### src/rtl/vend_pkg.sv
`default_nettype none
// ============================================================================
// Module      : vend_pkg
// Description : Shared types and helpers for the multi-product vending
//               controller: FSM state encoding, coin code constants and the
//               greedy change-coin selector.
// Revision    : 1.0 - initial release
// ============================================================================
package vend_pkg;

    typedef enum logic [1:0] {
        ST_IDLE   = 2'd0,
        ST_CREDIT = 2'd1,
        ST_VEND   = 2'd2,
        ST_CHANGE = 2'd3
    } state_t;

    localparam logic [1:0] COIN_NONE = 2'b00;
    localparam logic [1:0] COIN_1    = 2'b01;
    localparam logic [1:0] COIN_2    = 2'b10;
    localparam logic [1:0] COIN_3    = 2'b11;

    // Largest coin whose value fits in the remaining credit, tried from the
    // biggest denomination down. Returns COIN_NONE when nothing fits.
    function automatic logic [1:0] greedy_coin(input logic [31:0] credit,
                                               input logic [31:0] v1,
                                               input logic [31:0] v2,
                                               input logic [31:0] v3);
        if (credit >= v3)      return COIN_3;
        else if (credit >= v2) return COIN_2;
        else if (credit >= v1) return COIN_1;
        else                   return COIN_NONE;
    endfunction

endpackage
`default_nettype wire

### src/rtl/vend_stock.sv
`default_nettype none
// ============================================================================
// Module      : vend_stock
// Description : Per-product 4-bit stock counters with reset/restock load,
//               guarded decrement and sold-out flags.
// Ports       : clk, rst        - clock, synchronous active-high reset
//               i_dec, i_dec_id - decrement stock of product i_dec_id
//               i_restock       - reload every counter with STOCK_INIT
//               o_sold_out      - bit i set while stock i is zero
// Revision    : 1.0 - initial release
// ============================================================================
module vend_stock #(
    parameter int N_PROD     = 4,
    parameter int IDW        = 2,
    parameter int STOCK_INIT = 2
) (
    input  logic              clk,
    input  logic              rst,
    input  logic              i_dec,
    input  logic [IDW-1:0]    i_dec_id,
    input  logic              i_restock,
    output logic [N_PROD-1:0] o_sold_out
);

    for (genvar i = 0; i < N_PROD; i++) begin : g_stock
        logic [3:0] r_cnt;

        always_ff @(posedge clk) begin
            if (rst || i_restock) begin
                r_cnt <= 4'(STOCK_INIT);
            end else if (i_dec && (i_dec_id == IDW'(i)) && (r_cnt != 4'd0)) begin
                // Zero guard keeps the counter from wrapping to 15.
                r_cnt <= r_cnt - 4'd1;
            end
        end

        assign o_sold_out[i] = (r_cnt == 4'd0);
    end

endmodule
`default_nettype wire

### src/rtl/vend_multi.sv
`default_nettype none
// ============================================================================
// Module      : vend_multi
// Description : Multi-product vending controller. Accepts coins up to a
//               credit ceiling, vends a selected product when credit and stock
//               allow, and pays change one greedy coin per cycle.
// Ports       : clk, reset            - clock, synchronous active-high reset
//               coin                  - inserted coin code (00 = none)
//               sel_valid, sel_id     - product selection
//               cancel, restock       - refund request, stock refill
//               credit                - current credit
//               vend_valid, vend_id   - dispense pulse and product
//               chg_coin              - change coin paid this cycle
//               coin_rej, sel_err     - refusal pulses
//               sold_out, busy        - per-product empty flags, VEND/CHANGE
// Revision    : 1.0 - initial release
// ============================================================================
module vend_multi
    import vend_pkg::*;
#(
    parameter int                     N_PROD     = 4,
    parameter int                     CW         = 8,
    parameter int                     COIN1      = 5,
    parameter int                     COIN2      = 10,
    parameter int                     COIN3      = 25,
    parameter logic [N_PROD*CW-1:0]   PRICES     = {8'd50, 8'd40, 8'd25, 8'd15},
    parameter int                     MAX_CREDIT = 95,
    parameter int                     STOCK_INIT = 2
) (
    input  logic                       clk,
    input  logic                       reset,
    input  logic [1:0]                 coin,
    input  logic                       sel_valid,
    input  logic [$clog2(N_PROD)-1:0]  sel_id,
    input  logic                       cancel,
    input  logic                       restock,
    output logic [CW-1:0]              credit,
    output logic                       vend_valid,
    output logic [$clog2(N_PROD)-1:0]  vend_id,
    output logic [1:0]                 chg_coin,
    output logic                       coin_rej,
    output logic                       sel_err,
    output logic [N_PROD-1:0]          sold_out,
    output logic                       busy
);

    localparam int IDW = $clog2(N_PROD);

    localparam logic [CW-1:0] c_COIN1_V = CW'(COIN1);
    localparam logic [CW-1:0] c_COIN2_V = CW'(COIN2);
    localparam logic [CW-1:0] c_COIN3_V = CW'(COIN3);

    function automatic bit prices_ok();
        for (int i = 0; i < N_PROD; i++) begin
            if ((int'(PRICES[i*CW +: CW]) % COIN1) != 0) return 1'b0;
        end
        return 1'b1;
    endfunction

    localparam bit c_PARAMS_OK = (N_PROD >= 2) && (N_PROD <= 8) && (COIN1 > 0) &&
                                 (COIN2 % COIN1 == 0) && (COIN3 % COIN1 == 0) &&
                                 (MAX_CREDIT % COIN1 == 0) &&
                                 (MAX_CREDIT < (2 ** CW)) && prices_ok();

    if (!c_PARAMS_OK) begin : g_param_check
        $error("vend_multi: illegal parameter combination");
    end

    // ------------------------------------------------------------------
    // Registers and next-state wires
    // ------------------------------------------------------------------
    state_t            r_state, w_state_nxt;
    logic [CW-1:0]     r_credit, w_credit_nxt;
    logic [IDW-1:0]    r_sel, w_sel_nxt;
    logic              r_vend_valid, w_vend_valid_nxt;
    logic [IDW-1:0]    r_vend_id, w_vend_id_nxt;
    logic [1:0]        r_chg_coin, w_chg_coin_nxt;
    logic              r_coin_rej, w_coin_rej_nxt;
    logic              r_sel_err, w_sel_err_nxt;
    logic              w_dec, w_restock;
    logic [N_PROD-1:0] w_sold_out;

    // ------------------------------------------------------------------
    // Datapath helpers
    // ------------------------------------------------------------------
    logic [CW-1:0] w_coin_val;
    logic [CW:0]   w_credit_sum;
    logic          w_coin_in;
    logic          w_coin_ok;
    logic [CW-1:0] w_req_price, w_sel_price;
    logic          w_req_in_range, w_req_stock_ok, w_req_ok;
    logic [CW-1:0] w_credit_after_vend;
    logic [1:0]    w_chg_code;
    logic [CW-1:0] w_chg_val;

    always_comb begin
        w_coin_val = '0;
        case (coin)
            COIN_1:  w_coin_val = c_COIN1_V;
            COIN_2:  w_coin_val = c_COIN2_V;
            COIN_3:  w_coin_val = c_COIN3_V;
            default: w_coin_val = '0;
        endcase
    end

    // One extra bit so a coin pushing past 2**CW is still seen as over the ceiling.
    assign w_credit_sum = {1'b0, r_credit} + {1'b0, w_coin_val};
    assign w_coin_in    = (coin != COIN_NONE);
    assign w_coin_ok    = w_coin_in && (w_credit_sum <= (CW+1)'(MAX_CREDIT));

    // Loop decode rather than a variable part-select so an id beyond N_PROD
    // (non power-of-two N_PROD) never indexes outside PRICES.
    always_comb begin
        w_req_price    = '0;
        w_req_in_range = 1'b0;
        w_req_stock_ok = 1'b0;
        w_sel_price    = '0;
        for (int i = 0; i < N_PROD; i++) begin
            if (sel_id == IDW'(i)) begin
                w_req_price    = PRICES[i*CW +: CW];
                w_req_in_range = 1'b1;
                w_req_stock_ok = !w_sold_out[i];
            end
            if (r_sel == IDW'(i)) begin
                w_sel_price = PRICES[i*CW +: CW];
            end
        end
    end

    assign w_req_ok = w_req_in_range && w_req_stock_ok && (r_credit >= w_req_price);

    // Credit was checked against this price on selection and cannot change
    // before VEND, so the subtraction never goes negative.
    assign w_credit_after_vend = r_credit - w_sel_price;

    assign w_chg_code = greedy_coin(32'(r_credit), 32'(COIN1), 32'(COIN2), 32'(COIN3));

    always_comb begin
        w_chg_val = '0;
        case (w_chg_code)
            COIN_1:  w_chg_val = c_COIN1_V;
            COIN_2:  w_chg_val = c_COIN2_V;
            COIN_3:  w_chg_val = c_COIN3_V;
            default: w_chg_val = '0;
        endcase
    end

    // ------------------------------------------------------------------
    // FSM: state register
    // ------------------------------------------------------------------
    always_ff @(posedge clk) begin
        if (reset) begin
            r_state      <= ST_IDLE;
            r_credit     <= '0;
            r_sel        <= '0;
            r_vend_valid <= 1'b0;
            r_vend_id    <= '0;
            r_chg_coin   <= COIN_NONE;
            r_coin_rej   <= 1'b0;
            r_sel_err    <= 1'b0;
        end else begin
            r_state      <= w_state_nxt;
            r_credit     <= w_credit_nxt;
            r_sel        <= w_sel_nxt;
            r_vend_valid <= w_vend_valid_nxt;
            r_vend_id    <= w_vend_id_nxt;
            r_chg_coin   <= w_chg_coin_nxt;
            r_coin_rej   <= w_coin_rej_nxt;
            r_sel_err    <= w_sel_err_nxt;
        end
    end

    // ------------------------------------------------------------------
    // FSM: next-state logic
    // ------------------------------------------------------------------
    always_comb begin
        w_state_nxt = r_state;
        case (r_state)
            ST_IDLE: begin
                if (!sel_valid && w_coin_ok) w_state_nxt = ST_CREDIT;
            end
            ST_CREDIT: begin
                if (cancel)                      w_state_nxt = ST_CHANGE;
                else if (sel_valid && w_req_ok)  w_state_nxt = ST_VEND;
            end
            ST_VEND: begin
                w_state_nxt = (w_credit_after_vend != '0) ? ST_CHANGE : ST_IDLE;
            end
            ST_CHANGE: begin
                // COIN_NONE cannot occur with legal parameters; it only
                // prevents a stuck state if credit were ever not payable.
                if ((w_chg_code == COIN_NONE) || (r_credit == w_chg_val))
                    w_state_nxt = ST_IDLE;
            end
            default: w_state_nxt = ST_IDLE;
        endcase
    end

    // ------------------------------------------------------------------
    // FSM: output / datapath logic
    // ------------------------------------------------------------------
    always_comb begin
        w_credit_nxt     = r_credit;
        w_sel_nxt        = r_sel;
        w_vend_valid_nxt = 1'b0;
        w_vend_id_nxt    = r_vend_id;
        w_chg_coin_nxt   = COIN_NONE;
        w_coin_rej_nxt   = 1'b0;
        w_sel_err_nxt    = 1'b0;
        w_dec            = 1'b0;
        w_restock        = 1'b0;
        case (r_state)
            ST_IDLE, ST_CREDIT: begin
                w_restock = (r_state == ST_IDLE) && restock;
                if ((r_state == ST_CREDIT) && cancel) begin
                    w_coin_rej_nxt = w_coin_in;
                end else if (sel_valid) begin
                    w_coin_rej_nxt = w_coin_in;
                    if ((r_state == ST_CREDIT) && w_req_ok) w_sel_nxt     = sel_id;
                    else                                    w_sel_err_nxt = 1'b1;
                end else if (w_coin_in) begin
                    if (w_coin_ok) w_credit_nxt   = w_credit_sum[CW-1:0];
                    else           w_coin_rej_nxt = 1'b1;
                end
            end
            ST_VEND: begin
                w_vend_valid_nxt = 1'b1;
                w_vend_id_nxt    = r_sel;
                w_credit_nxt     = w_credit_after_vend;
                w_dec            = 1'b1;
                w_coin_rej_nxt   = w_coin_in;
                w_sel_err_nxt    = sel_valid;
            end
            ST_CHANGE: begin
                w_chg_coin_nxt = w_chg_code;
                w_credit_nxt   = r_credit - w_chg_val;
                w_coin_rej_nxt = w_coin_in;
                w_sel_err_nxt  = sel_valid;
            end
            default: ;
        endcase
    end

    vend_stock #(
        .N_PROD     (N_PROD),
        .IDW        (IDW),
        .STOCK_INIT (STOCK_INIT)
    ) u_stock (
        .clk        (clk),
        .rst        (reset),
        .i_dec      (w_dec),
        .i_dec_id   (r_sel),
        .i_restock  (w_restock),
        .o_sold_out (w_sold_out)
    );

    assign credit     = r_credit;
    assign vend_valid = r_vend_valid;
    assign vend_id    = r_vend_id;
    assign chg_coin   = r_chg_coin;
    assign coin_rej   = r_coin_rej;
    assign sel_err    = r_sel_err;
    assign sold_out   = w_sold_out;
    assign busy       = (r_state == ST_VEND) || (r_state == ST_CHANGE);

endmodule
`default_nettype wire

### config.mk
export PLATFORM = sky130hd
export DESIGN_NAME = vend_multi
export DESIGN_NICKNAME = d
export VERILOG_FILES = /design/src/rtl/vend_pkg.sv /design/src/rtl/vend_stock.sv /design/src/rtl/vend_multi.sv
export SDC_FILE = /design/constraint.sdc
export NUM_CORES = 1
export LEC_CHECK = 0
export ABC_AREA = 1
export BUFFER_PORTS_ARGS = -buffer_cell sky130_fd_sc_hd__buf_2
export CORE_MARGIN = 1.5
export CORE_UTILIZATION = 61
export DETAILED_ROUTE_END_ITERATION = 6
export PLACE_DENSITY = 0.82
export SLEW_MARGIN = 15
export SYNTH_ARGS = -nofsm -noshare
export SYNTH_HDL_FRONTEND = slang
export SYNTH_SLANG_ARGS = --single-unit
### constraint.sdc
create_clock -name clk -period 5.8 [get_ports clk]
set_clock_uncertainty 0.2 [all_clocks]
set_input_delay 1.16 -clock clk [delete_from_list [all_inputs] [get_ports clk]]
set_output_delay 1.16 -clock clk [all_outputs]
set_load 0.005 [all_outputs]
Word level (Yosys, flattened, before mapping) --
Cells that the tools add are included.
Storage, ports and cells: logic and storage cells 136, register bits after elaboration 35
Operators by class: order comparisons 5, bitwise logic cells 2, multiplexer cells 43, equal/unequal tests 23, add/sub/neg operators 7, reductions and logical operators 44
Operators with widths (number):
- 8-bit two-way mux | 10
- 5-bit one-hot mux with 3 select lines | 2
- 8-bit one-hot mux with 3 select lines | 1
- 2-bit equality test, second input constant | 10
- 1-bit two-way mux | 18
- 1-bit logical AND | 16
- 4-bit logical NOT | 4
- 4-bit nonzero test | 4
- 4-bit by 1-bit subtractor with 4-bit output, second input constant | 4
- 8-bit subtractor | 2
- 2-bit two-way mux | 7
- 2-bit inequality test, second input constant | 6
- 2-bit by 1-bit equality test with 1-bit output, second input constant | 5
- 8-bit by 8-bit adder with 9-bit output | 1
- 9-bit by 7-bit less-or-equal comparator with 1-bit output, second input constant | 1
- 8-bit equality test | 1
- 8-bit by 3-bit >= comparator with 1-bit output, second input constant | 1
- 8-bit by 4-bit >= comparator with 1-bit output, second input constant | 1
- 8-bit by 5-bit >= comparator with 1-bit output, second input constant | 1
- 8-bit >= comparator | 1
- 2-bit logical NOT | 4
- 4-bit two-way mux | 2
- 2-bit one-hot mux with 4 select lines | 1
- 4-bit AND reduction | 2
- 9 further kinds | 19

Logic depth before layout (Yosys ltp) --
depth in word-level cells 13, gate-level depth with buffers 23, gate-level depth less buffers 22

Hierarchy --
From an unflattened synthesis, not the netlist that was laid out.
Unflattened totals: cells, all modules 479, area total of the unflattened synthesis 3086.7 µm²
By module, submodules not included:
- vend_multi | seq. area each 380.4 µm², instances 1, cells each 345, area an instance 2200.9 µm²
- vend_stock | seq. area each 320.3 µm², instances 1, cells each 134, area an instance 885.8 µm²

Worst setup path after synthesis --
Ideal clock, no wire load.
path type input port to flip-flop, start in coin[0], end reg r_credit[6] (netlist: credit[6]), arrival time 2.711 ns, cell stages on the path 12, setup slack 2.774 ns, path through ha_1 fa_1 nand2_2 nand3_2 nand2_1 o21ai_0 nor2_4 nand3_4 nand2_2 nand2_2 o21ai_0 nor2_1
Between the ends: cells in the longest elaborated chain, start to end 8
Ends and longest elaborated chain:
- start: declaration | RTL line vend_multi.sv:32 | input logic [1:0] coin,
- parallel branches: the longest is 8 deep, another holds 8-bit by 8-bit adder with 9-bit output
- end signal: assignment | RTL line vend_multi.sv:163 | r_credit <= w_credit_nxt;
- end: declaration | RTL line vend_multi.sv:73 | logic [CW-1:0] r_credit, w_credit_nxt;
Several ways; the timed one is not identified. The select of a mux whose other input is x is not followed. A chain may end at the register's enable or synchronous reset.

Worst setup path after layout --
start reg r_credit[1] (netlist: credit[1]), end reg r_credit[4] (netlist: credit[4])
Between the ends: cells in the longest elaborated chain, start to end 8
Ends and longest elaborated chain:
- 8-bit by 3-bit >= comparator with 1-bit output | RTL line vend_pkg.sv:31 | else if (credit >= v1) return COIN_1;
- 1-bit two-way mux | RTL line vend_pkg.sv:31
- 2-bit two-way mux | RTL line vend_pkg.sv:30 | else if (credit >= v2) return COIN_2;
- 2-bit two-way mux (*) | RTL line vend_pkg.sv:29 | if (credit >= v3) return COIN_3;
- via w_chg_code[0] | RTL line vend_multi.sv:93 | logic [1:0] w_chg_code;
- 2-bit equality test / 2-bit by 1-bit equality test with 1-bit output (equally long branches) | RTL line vend_multi.sv:140 | case (w_chg_code)
- 5-bit one-hot mux with 3 select lines (*) | RTL line vend_multi.sv:140
- 8-bit subtractor (*) | RTL line vend_multi.sv:236 | w_credit_nxt = r_credit - w_chg_val;
- 8-bit one-hot mux with 3 select lines (*) | RTL line vend_multi.sv:212 | case (r_state)
The timed path passes the listed nets; every way through them passes the cells marked *. The select of a mux whose other input is x is not followed.

==> impl_metrics.tcl <==
set metrics [dict create \
    status "finished clean" \
    p_comb_share_pct 63.4 \
    holdBufCountCts 0 \
    period_needed_ps 3320 \
    synthesis.nets 506 \
    cp-start-kind "flip-flop" \
    path_class "reg2reg" \
    swShare_pct 51.7 \
    core_area_mm2 0.00475 \
    wl_met1_mm 3.41 \
    ctsResizeCount 0 \
    internal-power_mw 0.877 \
    rsz0062_at_grt "false" \
    clkTransAtPathRegs_ps 80 \
    io_buffers 28 \
    syn_inst 457 \
    multi_input_area_mm2 0.00201 \
    via_per_inst 5.73 \
    finalCritPeriodShare_pct 57.3 \
    top_layer_used "met4" \
    clock_latency_ps 290 \
    num_antenna_cells 0 \
    power.total_mw 1.81 \
    drv_slew 0 \
    place.detailed.hpwl_mm 6.06 \
    die_area_mm2 0.00543 \
    reg2reg_depth 18 \
    regArea_um2 701 \
    postRouteAntennaNets 0 \
    leakage_nw 1.76 \
    routed_wl_mm 7.89 \
    tns_ps 0 \
    final.fill_count 397 \
    die_w_um 73.7 \
    vdd_ir_drop_max_v 0.000266 \
    whs_path_depth 2 \
    grt_overflow 0 \
    cp.arrival_ps 3360 \
    final_nets 533 \
    grt_pass1_wl_mm 13.3 \
    post-route-drc-count 0 \
    wl_met2_mm 3.55 \
    cts_tree "done" \
    htreeDepth 2 \
    avgSynthCellArea_um2 6.66 \
    power_frac_clock_pct 14.8 \
    layout_commonest_cell "nand2_1" \
    cp-end-kind "flip-flop" \
    antenna_found_initial 0 \
    grt_pass1_vias 2983 \
    start_util_pct 64.1 \
    setup_violations 0 \
    clock-root-buffer "clkbuf_8" \
    pwr-share-seq_pct 21.8 \
    powerDensity_mw_per_mm2 540 \
    layout-drive-gt1-share_pct 13.0 \
    grt_start_max_net_pins 17 \
    tightest_slew_ps 571 \
    hold_path_class "reg2reg" \
    ios 29 \
    slew-limit-headroom_pct 61.9 \
    yosysSeqAreaShare_pct 23.0 \
    wl_met3_um 734 \
    synthToLayoutAreaGrowth_pct 10.3 \
    maxCapViolCount 0 \
    fmax_mhz 301 \
    cts_buffers 5 \
    fp-row-count 25 \
    clock-sinks 35 \
    finalHoldViolations 0 \
    vias 3163 \
    critPathMaxFanout 10 \
    drt_first_pass_iters 5 \
    cts.path.max_buffers 2 \
    ys_ff_latch 35 \
    track_usage_pct 31.9 \
    power_switching_mw 0.937 \
    dieHeight_um 73.7 \
    routedWlPerCell_um 14.3 \
    drtIter0Drc 282 \
    yosysWarningCount 0 \
    syn_area_mm2 0.00305 \
    layout_common_cells "nand2_1 (90), inv_1 (70), nor2_1 (46)" \
    gp_congestion 0.949 \
    worstPathRequired_ps 5830 \
    cts_setup_buffers 0 \
    synthDistinctLibCells 36 \
]
==> synthesized netlist by cell type <==
cell type / number / area share (%)
nand2_1: 90 / 11
inv_1: 70 / 8.6
nor2_1: 46 / 5.7
nand3_1: 39 / 6.4
a21oi_1: 38 / 6.2
ha_1: 37 / 15
dfxtp_1: 35 / 23
o21ai_0: 24 / 3.9
nand4_1: 18 / 3.7
nand2_2: 6 / 1.2
clkbuf_1: 4 / 0.49
inv_2: 4 / 0.49
or2_2: 4 / 0.82
a21oi_2: 3 / 0.86
fa_1: 3 / 2.0
nand3_2: 3 / 0.99
nor3_1: 3 / 0.49
o211ai_1: 3 / 0.74
o21a_1: 3 / 0.74
xnor2_1: 3 / 0.86
a211oi_1: 2 / 0.49
buf_2: 2 / 0.33
buf_6: 2 / 0.74
nor2_4: 2 / 0.74
o221ai_1: 2 / 0.58
a21boi_0: 1 / 0.25
a21boi_4: 1 / 0.62
a21o_1: 1 / 0.25
a31oi_1: 1 / 0.21
and3_1: 1 / 0.21
inv_4: 1 / 0.21
nand3_4: 1 / 0.58
nor2_2: 1 / 0.21
nor3_4: 1 / 0.53
o22ai_1: 1 / 0.21
xor2_1: 1 / 0.29
==> power by group through the flow <==
stage / combinational (mW) / sequential (mW) / clock (mW)
final: 1.15 / 0.395 / 0.269
after global routing: 1.31 / 0.399 / 0.278
after CTS: 1.13 / 0.388 / 0.269
after floorplan: 0.883 / 0.349 / 0
after global placement: 1.09 / 0.392 / 0
after detailed placement: 1.12 / 0.394 / 0
==> area by class of cell <==
| type | instances | share of cell area, % |
|---|---|---|
| Clock buffer | 5 | 2.05 |
| Clock inverter | 3 | 2.01 |
| Inverter | 75 | 8.46 |
| Timing Repair Buffer | 28 | 4.17 |
| Sequential cell | 35 | 20.9 |
| Tap cell | 67 | 2.50 |
| Multi-Input combinational cell | 339 | 59.9 |
==> state kept, by name, indices dropped and copies added (netlist names) <==
register               count
vend_id                    2
credit                     8
u_stock.g_stock.r_cnt     16
sel_err                    1
vend_valid                 1
coin_rej                   1
r_state                    2
r_sel                      2
chg_coin                   2
==> through the flow <==
step / instances / util (%) / cell area (µm²) / worst slack (ps) / hold slack, ps
floorplan: 457 / - / 3050 / 2770 / 241
CTS: 552 / 70.6 / 3360 / 2570 / 274
detailed placement: 544 / 67.8 / 3220 / 2490 / 262
global route: 552 / 70.6 / 3360 / 2210 / 303
finish: 552 / 70.6 / 3360 / 2480 / 267
global placement: 544 / 67.8 / 3220 / 2550 / 253
==> path summary, 6_finish.rpt <==
kind	slack (ps)	endpoint	start
hold reg to reg	270	u_stock.g_stock[3].r_cnt[3]	u_stock.g_stock[3].r_cnt[3]
setup reg to reg	2480	credit[4]	credit[1]
setup / recovery	2480	credit[4]	credit[1]
hold / removal	270	u_stock.g_stock[3].r_cnt[3]	u_stock.g_stock[3].r_cnt[3]
==> worst max-delay path: stages, from the launching register on <==
cell and delay (ps):
dfxtp_1 670, inv_1 170, a21oi_1 260, inv_1 110, nand2_1 80, a31oi_1 150
nand2_1 130, ha_1 140, inv_1 80, fa_1 390, nand2_1 90, nor2_1 70
o21ai_0 160, nand2_1 70, o22ai_1 200, a21oi_1 70, nand2_1 80, nand2_1 50
nor2_1 90
==> cells by family after synthesis <==
kind of cell,Yosys count,share of synthesized area [%]
AND/OR/NAND/NOR,215,32.7
AO/OA/AOI/OAI,80,15.1
buffers and inverters,83,10.9
adder cells (fa/ha/maj),40,17.2
XOR/XNOR,4,1.15
flip-flops,35,23.0
==> layer usage <==
layer,vias to the layer above,track usage (%)
li1,1570,-
met1,1438,42.9
met2,129,50.6
met3,26,5.90
met4,0,11.9
met5,-,0
No activity file was read; power rests on OpenSTA's default activity.
